<file path="src/rtl/redun_to_bin_tx_pkg.sv">
// Shared types, sizes and carry helpers for the redundant-to-binary streaming path.
package redun_to_bin_tx_pkg;

    localparam int unsigned WRD_BITS = 32;
    localparam int unsigned NUM_WRDS = 33;
    localparam int unsigned RWD_BITS = WRD_BITS + 1;
    localparam int unsigned SUM_BITS = WRD_BITS + 2;
    localparam int unsigned DAT_BITS = NUM_WRDS * WRD_BITS;
    localparam int unsigned DIN_BITS = NUM_WRDS * RWD_BITS;
    localparam int unsigned IDX_BITS = $clog2(NUM_WRDS);

    typedef logic [RWD_BITS-1:0] redun0_t;

    typedef enum logic {
        ST_IDLE = 1'b0,
        ST_SEND = 1'b1
    } tx_state_t;

    // One serial normalization step: redundant word plus incoming 2-bit carry.
    function automatic logic [SUM_BITS-1:0] redun_carry_step(input redun0_t wrd,
                                                             input logic [1:0] carry);
        return SUM_BITS'(wrd) + SUM_BITS'(carry);
    endfunction

    // Full-width value of a redundant element, two guard bits above DAT_BITS.
    function automatic logic [DAT_BITS+1:0] redun_value(input logic [DIN_BITS-1:0] dat);
        logic [DAT_BITS+1:0] acc;
        acc = '0;
        for (int k = 0; k < int'(NUM_WRDS); k++) begin
            acc = acc + ((DAT_BITS+2)'(dat[k*RWD_BITS +: RWD_BITS]) << (k*WRD_BITS));
        end
        return acc;
    endfunction

    function automatic logic [DAT_BITS-1:0] from_redun(input logic [DIN_BITS-1:0] dat);
        logic [DAT_BITS+1:0] v;
        v = redun_value(dat);
        return v[DAT_BITS-1:0];
    endfunction

    function automatic logic check_overflow(input logic [DIN_BITS-1:0] dat);
        logic [DAT_BITS+1:0] v;
        v = redun_value(dat);
        return |v[DAT_BITS+1:DAT_BITS];
    endfunction

endpackage

</file>
<file path="src/rtl/redun_to_bin_tx.sv">
// Streams one redundant element out as normalized binary words, LSW first,
// resolving carries serially one word per accepted beat.
module redun_to_bin_tx
    import redun_to_bin_tx_pkg::*;
(
    input  logic                i_clk,
    input  logic                i_rst,
    input  logic [DIN_BITS-1:0] i_dat,
    input  logic                i_val,
    output logic                o_rdy,
    output logic [WRD_BITS-1:0] o_dat,
    output logic                o_val,
    input  logic                i_rdy,
    output logic                o_sop,
    output logic                o_eop,
    output logic                o_ovf
);

    tx_state_t           r_state;
    logic [IDX_BITS-1:0] r_idx;
    logic [1:0]          r_carry;
    redun0_t             r_wrd [NUM_WRDS];

    logic [SUM_BITS-1:0] w_sum;
    logic                w_send;
    logic                w_last;

    assign w_sum  = redun_carry_step(r_wrd[0], r_carry);
    assign w_last = (r_idx == IDX_BITS'(NUM_WRDS - 1));
    assign w_send = (r_state == ST_SEND) && !i_rst;

    // Control: state, beat index and running carry.
    always_ff @(posedge i_clk) begin
        if (i_rst) begin
            r_state <= ST_IDLE;
            r_idx   <= '0;
            r_carry <= '0;
        end else begin
            case (r_state)
                ST_IDLE: begin
                    if (i_val) begin
                        r_state <= ST_SEND;
                        r_idx   <= '0;
                        r_carry <= '0;
                    end
                end
                ST_SEND: begin
                    if (i_rdy) begin
                        r_carry <= w_sum[WRD_BITS+1:WRD_BITS];
                        r_idx   <= r_idx + IDX_BITS'(1);
                        if (w_last) begin
                            r_state <= ST_IDLE;
                        end
                    end
                end
                default: r_state <= ST_IDLE;
            endcase
        end
    end

    // Word store doubles as a right shifter so the current word is always slot 0.
    always_ff @(posedge i_clk) begin
        if (!i_rst && (r_state == ST_IDLE) && i_val) begin
            for (int k = 0; k < int'(NUM_WRDS); k++) begin
                r_wrd[k] <= i_dat[k*RWD_BITS +: RWD_BITS];
            end
        end else if (!i_rst && (r_state == ST_SEND) && i_rdy) begin
            for (int k = 0; k < int'(NUM_WRDS) - 1; k++) begin
                r_wrd[k] <= r_wrd[k+1];
            end
            r_wrd[NUM_WRDS-1] <= '0;
        end
    end

    assign o_rdy = (r_state == ST_IDLE) && !i_rst;
    assign o_val = w_send;
    assign o_dat = w_send ? w_sum[WRD_BITS-1:0] : '0;
    assign o_sop = w_send && (r_idx == '0);
    assign o_eop = w_send && w_last;
    assign o_ovf = w_send && w_last && (w_sum[WRD_BITS+1:WRD_BITS] != 2'b00);

endmodule
</file>
<file path="config.mk">
export PLATFORM = sky130hd
export DESIGN_NAME = redun_to_bin_tx
export DESIGN_NICKNAME = d
export VERILOG_FILES = /design/src/rtl/redun_to_bin_tx_pkg.sv /design/src/rtl/redun_to_bin_tx.sv
export SDC_FILE = /design/constraint.sdc
export NUM_CORES = 2
export LEC_CHECK = 0
export CAP_MARGIN = 20
export CORE_AREA = 2 2 438 440
export DETAILED_ROUTE_END_ITERATION = 7
export DIE_AREA = 0 0 440 442
export GPL_ROUTABILITY_DRIVEN = 1
export HOLD_SLACK_MARGIN = 0.06
export PLACE_DENSITY_LB_ADDON = 0.3
export SETUP_SLACK_MARGIN = 0.05
export SYNTH_ARGS = -nofsm -noshare
export SYNTH_HDL_FRONTEND = slang
export SYNTH_SLANG_ARGS = --single-unit
</file>
<file path="constraint.sdc">
create_clock -name i_clk -period 70.5 [get_ports i_clk]
set_input_delay 14.1 -clock i_clk [delete_from_list [all_inputs] [get_ports i_clk]]
set_output_delay 14.1 -clock i_clk [all_outputs]
set_load 0.005 [all_outputs]
</file>
==> run metrics <==
Max-slew headroom 23.3%; Hold Slack 0.482 ns; required time worst endpoint 56.40 ns; CTS Buffer Depth 3; WHS Endpoint r_wrd[0][389]; clock sinks 1098; TNS Setup 0 ns; initial core utilization 25.0%; crit share post-route 44.1%; Die Area 194000 µm²; Switching Share 23.3%; vias in the first global route 36600; Worst R2R Path Depth 9; DRT antenna net count 0; H-tree levels 4; FF/Latch Area 32900 µm²; wire length per cell 20.5 µm; leak pwr 26.4 nW; most common cell after layout, fill and taps aside nand2_1; Yosys reg bits 1098; drt pass-1 iters 5; EDFF count, synth 1089; initial antenna violation count 85; Die Ht 442 µm; IO Pins 1130; # resized after CTS 0; Clock Latency Late Sink 0.77 ns; Mapped Nets 5851; top_reg_cell synth edfxtp_1; setup violators final 0; setup bufs post-CTS 0; Slew Viols, Final 0; site row count 160; Highest Signal Layer met5; Overall Power 1.61 mW; GP Congestion 0.892; CTS Buf Count 133; total track usage 17.3%; worst-path maximum fanout 28; grt ovf 0; clock share of power 42.0%; DRC Markers 0; CP arrival 16.99 ns; most frequent cells in the layout nand2_1 (3189), clkdlybuf4s50_1 (1129), edfxtp_1 (1089); flop2flop setup slack 64.43 ns; post-synth cell types 47; Post-synth ARST share 0%; Mapped Cells 4753; Syn. warnings 0; WL final 173000 µm; outcome complete, no violations; Power Density 24.5 nW/µm²; pin count of the biggest net entering global routing 185; DP Worst Slack 39.46 ns; FMAX 0.0322 GHz; met3 wire length 14400 µm; Die Span X 440 µm; Layout area overhead 38.3%; min Tclk post-route 31.09 ns; Post-Synthesis Cell Area 47300 µm²; layout cells sized above 1 3.81%; Hold Crit Start r_wrd[0][422]; Worst Tran Pin Value 1.14 ns; Multi-input gate area 13400 µm²; initial detailed-routing violation count 2733; final hold vios 0; core area 190000 µm²; fin util 34.5%; Pint 1.23 mW; routed via count 36100; RSZ-0062 raised after global routing no; Vias/cell 4.26; Final HPWL DP 128000 µm; Setup CP Type in -> out; Hold Buf Count CTS 0; wire length on met1 61300 µm; Root Buffer clkbuf_16; worst min path class reg -> reg; Gate power share 9.3%; PnR worst setup slack 39.41 ns; RR Endpoint r_wrd[0][864]; origin of the critical flop-to-flop path r_state; Seq/Total Area, Yosys 69.5%; hold-critical path depth 2; filler cell count 19300; Maximum Capacitance Violations 0; CTS tree built; CP startpoint kind input port; NetSw 0.374 mW; Reg power frac 48.7%; Worst-path clk slew 0.05 ns; CP Capture Type output pin; VDD IR-drop max 0.0000173 V; Worst Skew 0.0382 ns; PortBufs 1129; first-pass GRT wire length 244000 µm; Final nets 6905; Syn Area/Cell 9.96 µm²; met2 WL 92100 µm
-- final cells by class --
cell class,count,area share [%]
Antenna cell,48,0.184
Clock buffer,167,5.41
Clock inverter,67,1.05
Inverter,6,0.0344
Multi-Input combinational cell,3401,20.4
Sequential cell,1098,50.2
Tap cell,2511,4.80
Timing Repair Buffer,1167,17.9
-- cell usage after synthesis, types with 2 or more instances --
cell type	count	area share, %
xnor2_1	4	0.074
inv_1	5	0.040
nor2b_1	3	0.040
nand3_2	2	0.042
a21oi_1	18	0.19
a211oi_1	2	0.032
mux2i_1	3	0.063
and4_1	9	0.17
ha_1	4	0.11
edfxtp_1	1089	69
o31ai_1	6	0.095
buf_2	113	1.2
nor2_1	22	0.17
or4_1	7	0.11
a41o_1	4	0.085
or3_1	7	0.093
and3_1	5	0.066
nand2b_1	4	0.053
nor4_1	4	0.053
clkbuf_1	133	1.1
and2_1	39	0.52
xor2_1	6	0.11
nor3_1	7	0.074
dfxtp_1	9	0.38
nand4_1	12	0.16
o21ai_0	9	0.095
a31oi_1	5	0.066
nand3_1	12	0.13
nand3b_1	3	0.048
nand2_1	3189	25
buf_1	2	0.016
-- worst max-delay path, stage by stage --
cell and delay, ns:
clkdlybuf4s50_1 0.64, nand2b_1 0.70, inv_2 0.46, nand3_1 0.16, a211oi_1 0.34, clkdlybuf4s50_1 0.59
-- logic make-up after synthesis --
family	count (synthesis)	synth area share [%]
xor+xnor	10	0.185
fa+ha+maj	5	0.148
buf+inv	254	2.31
simple gates	3329	27.1
compound gates	54	0.732
mux	3	0.0634
flops	1098	69.5
-- per-stage QoR --
step | instances | area [µm²]
floorplan | 4753 | 47300
global placement | 8182 | 61100
detailed placement | 8182 | 61100
CTS | 8416 | 65300
global route | 8454 | 65400
finish | 8465 | 65400
-- worst max-delay path by stage --
stage | startpoint | endpoint | slack [ns] | cells past startpoint
after detailed placement | i_rst | o_ovf | 39.46 | 6
after global routing | i_rst | o_ovf | 39.26 | 6
after CTS | i_rst | o_ovf | 39.44 | 6
after global placement | i_rst | o_ovf | 39.54 | 6
final | i_rst | o_ovf | 39.41 | 6
after floorplan | i_rst | r_wrd[0][0] | 8.63 | 2
-- per-layer routing --
metal,GRT usage (%),vias to the layer above
met3,5.78,290
li1,-,17600
met5,0,-
met4,6.97,72
met1,18.0,16900
met2,31.6,1199
-- state kept, by name, summed over array words and instances, names as in the netlist --
name,cells
r_wrd,1089
r_state,1
r_idx,6
r_carry,2
-- power groups by stage --
stage,registers [mW],logic (mW),clock network [mW]
2_1_floorplan,0.851,0.0617,0
3_3_place_gp,0.796,0.150,0
3_5_place_dp,0.797,0.151,0
4_1_cts,0.784,0.152,0.692
5_1_grt,0.785,0.166,0.714
6_report,0.782,0.149,0.673
(Power assumes the default switching activity.)
